<file path="config.mk">
export PLATFORM = sky130hd
export DESIGN_NAME = draw_scheduler
export DESIGN_NICKNAME = d
export VERILOG_FILES = /design/src/rtl/draw_scheduler.sv
export SDC_FILE = /design/constraint.sdc
export NUM_CORES = 1
export LEC_CHECK = 0
export ABC_CLOCK_PERIOD_IN_PS = 1200
export CAP_MARGIN = 40
export CORE_ASPECT_RATIO = 0.8
export CORE_UTILIZATION = 33
export CTS_CLUSTER_DIAMETER = 200
export CTS_CLUSTER_SIZE = 25
export DETAILED_ROUTE_END_ITERATION = 7
export GPL_ROUTABILITY_DRIVEN = 0
export GPL_TIMING_DRIVEN = 0
export PLACE_DENSITY = 0.79
export SLEW_MARGIN = 20
export SYNTH_ARGS = -nofsm -noshare
export SYNTH_HDL_FRONTEND = slang
export SYNTH_SLANG_ARGS = --single-unit
</file>
<file path="constraint.sdc">
create_clock -name clk -period 1.2 [get_ports clk]
set_input_delay 0.12 -clock clk [delete_from_list [all_inputs] [get_ports clk]]
set_output_delay 0.12 -clock clk [all_outputs]
set_load 0.1 [all_outputs]
</file>
<file path="src/rtl/draw_scheduler.sv">
// Frame sequencer: optional full-screen clear (fillscreen engine), then one Reuleaux pass, muxed and clipped onto one VGA plot port.
// Build option: define DRAW_SCHED_CLEAR_EN to enable the clear pass; otherwise a frame goes straight to the shape pass.
module draw_scheduler #(
    parameter int SCREEN_W = 160,
    parameter int SCREEN_H = 120
) (
    input  logic       clk,
    input  logic       rst,
    input  logic       start,
    input  logic [2:0] colour,
    input  logic [7:0] centre_x,
    input  logic [6:0] centre_y,
    input  logic [7:0] diameter,
    output logic       done,
    output logic       fill_start,
    input  logic       fill_done,
    input  logic [7:0] fill_vga_x,
    input  logic [6:0] fill_vga_y,
    input  logic [2:0] fill_vga_colour,
    input  logic       fill_vga_plot,
    output logic       shape_start,
    input  logic       shape_done,
    output logic [2:0] shape_colour,
    output logic [7:0] shape_centre_x,
    output logic [6:0] shape_centre_y,
    output logic [7:0] shape_diameter,
    input  logic [7:0] shape_vga_x,
    input  logic [6:0] shape_vga_y,
    input  logic [2:0] shape_vga_colour,
    input  logic       shape_vga_plot,
    output logic [7:0] vga_x,
    output logic [6:0] vga_y,
    output logic [2:0] vga_colour,
    output logic       vga_plot
);

    localparam logic [2:0] IDLE  = 3'd0;
    localparam logic [2:0] CLEAR = 3'd1;
    localparam logic [2:0] GAP   = 3'd2;
    localparam logic [2:0] DRAW  = 3'd3;
    localparam logic [2:0] DONE  = 3'd4;

    localparam logic [8:0] XLIM = 9'(SCREEN_W);
    localparam logic [7:0] YLIM = 8'(SCREEN_H);

    logic [2:0] state_q, state_d;
    logic       fill_start_q, shape_start_q, done_q;
    logic [2:0] shape_colour_q;
    logic [7:0] shape_centre_x_q;
    logic [6:0] shape_centre_y_q;
    logic [7:0] shape_diameter_q;
    logic [7:0] vga_x_q;
    logic [6:0] vga_y_q;
    logic [2:0] vga_colour_q;
    logic       vga_plot_q;

    logic [7:0] sel_x;
    logic [6:0] sel_y;
    logic [2:0] sel_colour;
    logic       sel_plot;
    logic       in_view;

    // Dropping start anywhere mid-frame aborts back to IDLE without a done pulse.
    always_comb begin
        state_d = state_q;
        case (state_q)
            IDLE: begin
                if (start) begin
`ifdef DRAW_SCHED_CLEAR_EN
                    state_d = CLEAR;
`else
                    state_d = DRAW;
`endif
                end
            end
            CLEAR: begin
`ifdef DRAW_SCHED_CLEAR_EN
                if (!start)         state_d = IDLE;
                else if (fill_done) state_d = GAP;
`else
                state_d = IDLE;
`endif
            end
            GAP: begin
`ifdef DRAW_SCHED_CLEAR_EN
                state_d = start ? DRAW : IDLE;
`else
                state_d = IDLE;
`endif
            end
            DRAW: begin
                if (!start)          state_d = IDLE;
                else if (shape_done) state_d = DONE;
            end
            DONE: begin
                if (!start) state_d = IDLE;
            end
            default: state_d = IDLE;
        endcase
    end

    // Selection follows the current state, so the last sample of an exiting state still drains through.
    always_comb begin
        sel_x      = 8'd0;
        sel_y      = 7'd0;
        sel_colour = 3'd0;
        sel_plot   = 1'b0;
`ifdef DRAW_SCHED_CLEAR_EN
        if (state_q == CLEAR) begin
            sel_x      = fill_vga_x;
            sel_y      = fill_vga_y;
            sel_colour = fill_vga_colour;
            sel_plot   = fill_vga_plot;
        end
`endif
        if (state_q == DRAW) begin
            sel_x      = shape_vga_x;
            sel_y      = shape_vga_y;
            sel_colour = shape_vga_colour;
            sel_plot   = shape_vga_plot;
        end
    end

    assign in_view = ({1'b0, sel_x} < XLIM) && ({1'b0, sel_y} < YLIM);

    always_ff @(posedge clk) begin
        if (rst) begin
            state_q          <= IDLE;
            fill_start_q     <= 1'b0;
            shape_start_q    <= 1'b0;
            done_q           <= 1'b0;
            shape_colour_q   <= 3'd0;
            shape_centre_x_q <= 8'd0;
            shape_centre_y_q <= 7'd0;
            shape_diameter_q <= 8'd0;
            vga_x_q          <= 8'd0;
            vga_y_q          <= 7'd0;
            vga_colour_q     <= 3'd0;
            vga_plot_q       <= 1'b0;
        end else begin
            state_q       <= state_d;
            fill_start_q  <= (state_d == CLEAR);
            shape_start_q <= (state_d == DRAW);
            done_q        <= (state_d == DONE);
            if (state_q == IDLE && start) begin
                shape_colour_q   <= colour;
                shape_centre_x_q <= centre_x;
                shape_centre_y_q <= centre_y;
                shape_diameter_q <= diameter;
            end
            vga_x_q      <= sel_x;
            vga_y_q      <= sel_y;
            vga_colour_q <= sel_colour;
            vga_plot_q   <= sel_plot && in_view;
        end
    end

`ifdef DRAW_SCHED_CLEAR_EN
    assign fill_start = fill_start_q;
`else
    logic fill_unused;
    assign fill_unused = ^{fill_done, fill_vga_x, fill_vga_y, fill_vga_colour,
                           fill_vga_plot, fill_start_q};
    assign fill_start  = 1'b0;
`endif

    assign shape_start    = shape_start_q;
    assign done           = done_q;
    assign shape_colour   = shape_colour_q;
    assign shape_centre_x = shape_centre_x_q;
    assign shape_centre_y = shape_centre_y_q;
    assign shape_diameter = shape_diameter_q;
    assign vga_x          = vga_x_q;
    assign vga_y          = vga_y_q;
    assign vga_colour     = vga_colour_q;
    assign vga_plot       = vga_plot_q;

endmodule

</file>
==> reports/qor.txt <==
max_cap viols: 0
Global Route Usage Sum: 18.4%
RSZ-0062 raised after global routing: yes
FF-to-FF path depth: 4
DR WL/cell: 14.6 um
Die H: 69.9 um
Worst Hold Class: in -> reg
ANT nets after route: 0
H-tree depth: 2
final instance area: 3730 um^2
reg2reg setup slack: -80 ps
Die W: 86.9 um
Tot Pwr: 4.29 mW
critical setup path kind: reg -> reg
largest net degree at the start of global routing: 16
Clock transition at path regs: 90 ps
antenna fix cells: 0
routed wire length: 5.28 mm
FF+latch count, synth: 50
Synth Area in Simple Gates: 27.2%
Slew Limit Fails: 0
setup ws final: -79.5 ps
nets@finish: 352
main combinational cell family by area after synthesis: simple AND/OR/NAND/NOR gates
utilization after layout: 67.9%
XOR/XNOR Fraction of Synth Area: 0%
Min Hold Slack: 367 ps
CTS tree: done
Period Utilization, post-route: 107%
vias per inst: 4.44
core area: 5500 um^2
failing checks: setup timing
crit path launch type: flip-flop
reg-to-reg critical path startpoint: state_q[2]
Max VDD drop: 0.658 mV
Row Count: 24
Die Footprint: 6080 um^2
mux contribution to synthesized area: 13.7%
area leader, netlist: dfxtp_1
Warnings, synthesis: 0
worst skew pair latency: 300 ps
Placed Instance Area: 3710 um^2
ranking of synthesized cells by area: dfxtp_1 (53%), nand2b_1 (17%), mux2i_1 (14%)
PortBufs: 95
Max Freq: 782 MHz
commonest non-fill, non-tap cell in the layout: nand2b_1
PD cells: 1150 nW/um^2
Syn Nets: 241
CP required: 1410 ps
vias in the first global route: 1744
sequential element share of the synthesized area: 52.6%
area grow syn2layout: 96.1%
synthesized-area fraction occupied by adder cells: 0%
fin crit period: 1280 ps
num ports: 117
DRT Pass-1 Iters: 4
total global routing overflow: 0
Fin. Hold Viols: 0
outcome: complete, but fails checks
Yosys cell types: 21
setup violators final: 26
initial DRC count: 30
Post-Syn Area: 1900 um^2
critical hold path startpoint: shape_vga_y[2]
Worst Path Max Fanout: 6
clk_skew: 4.70 ps
Critical R2R Capture: shape_diameter[2]
DR vias: 1607
Leak: 1.48 nW
Max clock buf depth: 2
Initial Util: 34.6%
CTS root buf: clkbuf_8
drc violations: 0
share of the synthesized area in the top cell type: 52.6%
Setup TNS: -927 ps
first-pass GRT wire length: 8.48 mm
Worst setup EP type: flip-flop
syn_area_per_cell: 11.1 um^2
worst hold endpoint: vga_y[2]
CTS buffer count: 5
CP arrival: 1490 ps
hold_buf cts: 0
Hold Crit Depth: 2
most frequent cells in the layout: nand2b_1 (53), buf_12 (48), clkdlybuf4s50_1 (47), dfxtp_2 (28), mux2i_1 (25)
post-synthesis compound-gate area fraction: 1.97%
post-DP HPWL: 4.09 mm
Clock Sink Count: 50
initial antenna violation count: 0
ratio of cells with drive above 1 in the final layout: 35.6%
Cells after Synth: 172
layer usage:
layer	vias to the layer above	share of wire, %	track usage [%]
met5	-	0	0
met3	5	4.7	4.61
li1	779	-	-
met4	0	0.64	3.89
met2	55	54	34.8
met1	768	40	20.4
final cells by class:
class / count / area (um^2)
buffer: 10 / 82.6
clock buffer: 5 / 68.8
clock inverter: 3 / 40.0
fill: 401 / 1760
multi-input combinational: 112 / 842
sequential: 50 / 1040
tap: 78 / 97.6
timing repair buffer: 104 / 1560
cell families (layout without fill, tap and decap cells):
logic type | count (synthesis) | in the layout
AND/OR/NAND/NOR | 79 | 79
flip-flops | 50 | 50
multiplexers | 26 | 26
buffers and inverters | 10 | 122
AO/OA/AOI/OAI | 6 | 6
other | 1 | 1
Yosys cell counts:
| cell | number |
|---|---|
| clkbuf_2 | 1 |
| and4_1 | 1 |
| nand2b_1 | 53 |
| and4bb_2 | 1 |
| o21ai_0 | 1 |
| clkbuf_1 | 5 |
| nand4_1 | 1 |
| buf_12 | 2 |
| a21oi_1 | 2 |
| and2_1 | 18 |
| buf_4 | 1 |
| mux2i_1 | 26 |
| nor4b_2 | 1 |
| conb_1 | 1 |
| dfxtp_1 | 50 |
| or3b_2 | 1 |
| a211oi_1 | 3 |
| buf_6 | 1 |
| nand4b_1 | 1 |
| nand3b_1 | 1 |
| or2_2 | 1 |
repair_timing:
| action | 4_1_cts | 5_1_grt |
|---|---|---|
| setup endpoints to repair | 78 | 51 |
| resized for setup | 81 | 4 |
| pin swaps | 2 | 1 |
| buffers inserted | 4 | 0 |
| gates cloned | 1 | 1 |
power breakdown:
group / internal, mW / switching [mW] / leakage (nW) / total (mW)
clock network: 0.614 / 0.557 / 0.0579 / 1.17
logic: 0.589 / 0.701 / 1.00 / 1.29
registers: 1.75 / 0.0839 / 0.419 / 1.83
total: 2.95 / 1.34 / 1.48 / 4.29
per-stage QoR:
stage / instances / setup WS (ps)
after floorplan: 172 / 23.0
after global placement: 345 / -417
after detailed placement: 392 / -446
after CTS: 374 / -53.3
after global routing: 362 / -143
final: 362 / -79.5
sequential cells by signal (all words and copies together), names as in the netlist:
name / flops
done: 1
shape_centre_x: 8
shape_centre_y: 7
shape_colour: 3
shape_diameter: 8
shape_start: 1
state_q: 3
vga_colour: 3
vga_plot: 1
vga_x: 8
vga_y: 7
worst max-delay path, cell delays in order, from the launching register on:
cell	delay (ps)
dfxtp_4	370
nor4b_4	270
buf_6	210
buf_12	130
mux2i_2	210
worst max path at each step:
stage / end / slack [ps] / cells after the start / start
2_1_floorplan: shape_centre_x[0] / 20 / 4 / state_q[0]
3_3_place_gp: vga_x[2] / -420 / 4 / rst
3_5_place_dp: vga_x[3] / -450 / 4 / rst
4_1_cts: shape_centre_x[0] / -50 / 4 / state_q[2]
5_1_grt: shape_centre_x[0] / -140 / 4 / state_q[2]
6_report: shape_diameter[2] / -80 / 4 / state_q[2]
(Power assumes the default switching activity.)
==> patch (config.mk and constraints unchanged) <==
Make the reset (`rst`) asynchronous in one clocked block.
--- a/src/rtl/draw_scheduler.sv
+++ b/src/rtl/draw_scheduler.sv
@@ -123,7 +123,7 @@
 
     assign in_view = ({1'b0, sel_x} < XLIM) && ({1'b0, sel_y} < YLIM);
 
-    always_ff @(posedge clk) begin
+    always_ff @(posedge clk or posedge rst) begin
         if (rst) begin
             state_q          <= IDLE;
             fill_start_q     <= 1'b0;
Function: differs if rst is asserted again (counterexample within 4 cycles, from zero or initial values and one cycle with rst high); with rst held inactive, the same outputs for 10 cycles.
==> patch against the unedited design <==
The run ends with design-rule violations, negative setup slack left; worst setup slack got worse by 270 ps; routed wire length is 14% higher; worst hold slack got worse by 170 ps; count of clock-buffer cells in the layout grew 1; synthesized area down 4.4%; sequential share of layout area is 3.6 points higher; largest cell class unchanged; sequential cell count did not move; final area up 6.4%.
Power is not compared: it rests on default switching activity, and its combinational part moved more than twofold at a synthesized area within 25%.
==> patch: results <==
[yosys]
synth.top_cells.by_area = "sky130_fd_sc_hd__dfrtp_1, sky130_fd_sc_hd__mux2_2, sky130_fd_sc_hd__and2_1"
mux_share_of_post_synthesis_cell_area = 0.161
async_flop_share = 1.00
synth-compound-area-share = 0.0206
synth_nets = 184
synthTopCellsByCount = "sky130_fd_sc_hd__dfrtp_1, sky130_fd_sc_hd__mux2_2, sky130_fd_sc_hd__and2_1, sky130_fd_sc_hd__a21oi_1"
post_synth_inst_count = 115
synth.yosys.seq_area_share = 0.688
yosys_most_used_dff = "sky130_fd_sc_hd__dfrtp_1"

[placement]
dp_worst_setup_slack_ps = -775
detailed_place.area_mm2 = 0.00361

[route]
met3WireLength_um = 374
detail_route.wl_per_cell_um = 18.8
remaining_drc_errors = 1
drt_pass1_iterations = 7
met2_wirelength_um = 3200
first_iter_violations = 62
route.layer.met1.wl_um = 2420
via_count_of_the_routed_design = 1477

[sta]
worst_clock_skew_ps = 10.2
finalWorstSetupSlack_ps = -345
final.setup.tns_ps = -9420
setup_viol = 47

[grt]
groute.layer.met1.usage = 0.256
vias_in_the_first_global_route = 1685
grt_first_pass_wirelength_um = 9170
antenna_found_initial = 0
global_route_usage_over_all_layers = 0.221
use_met3 = 0.0579
pin_count_of_the_biggest_net_entering_global_routing = 31

[clock_network]
clk_pin_slew_worst_paths_ps = 80
h-tree-depth = 2

[critical_path]
crit_slowest_cell = "sky130_fd_sc_hd__dfrtp_1"
cp.arrival_ps = 1720
cp_slowest_stage_delay_ps = 440

[worst_hold_path]
holdCritPathClass = "input pin to async pin"

[status]
run_status = "finished with violations"
failed_checks = "design-rule violations, negative setup slack"

[layout]
instances_no_fill = 321
finalNetCount = 328
final_layout_size_suffix_gt1_frac = 0.556
fillers = 300
patch: changes by cell type after synthesis, moves of 2 or more:
cell                       change
sky130_fd_sc_hd__a31o_2        +2
sky130_fd_sc_hd__a211oi_1      -3
sky130_fd_sc_hd__buf_12        -2
sky130_fd_sc_hd__nand2b_1     -52
sky130_fd_sc_hd__dfrtp_1      +50
sky130_fd_sc_hd__mux2i_1      -26
sky130_fd_sc_hd__dfxtp_1      -50
sky130_fd_sc_hd__mux2_2       +25
sky130_fd_sc_hd__clkbuf_1      -3
patch: power by group:
group	total (mW)	internal (mW)	switching, mW	leakage (nW)
registers	2.27	1.99	0.280	0.632
clock network	1.17	0.667	0.507	0.0573
logic	5.08	2.16	2.92	1.18
patch: worst max-delay path: cells and delay by family (launching register included):
| family | cells | cell delay [ps] |
|---|---|---|
| flops | 1 | 440 |
| buf+inv | 2 | 380 |
| simple gates | 1 | 310 |
| mux | 1 | 300 |
patch: what timing repair did:
action / 4_1_cts / 5_1_grt
gates resized for setup: 170 / 25
endpoints found under the setup margin: 93 / 64
buffers inserted: 14 / 8
gates cloned: 3 / 1
pin swaps: 1 / 1
patch: worst paths after layout:
check	from	end	slack (ps)	cells after the start
worst max-delay path	state_q[1]	shape_centre_x[2]	-350	4
worst max register to register	state_q[1]	shape_centre_x[2]	-350	4
worst min register to register	shape_colour[2]	shape_colour[2]	520	1
max in group asynchronous	rst	shape_centre_x[2]	520	3
min in group clk	shape_vga_x[0]	vga_x[0]	390	2
worst min-delay path	rst	vga_x[3]	200	2
patch: layout make-up:
cell class,count,share of cell area
buffer,5,0.0180
clock buffer,6,0.0208
clock inverter,1,0.00756
inverter,1,0.00189
multi-input combinational,59,0.164
sequential,50,0.315
tap,62,0.0195
timing repair buffer,137,0.453
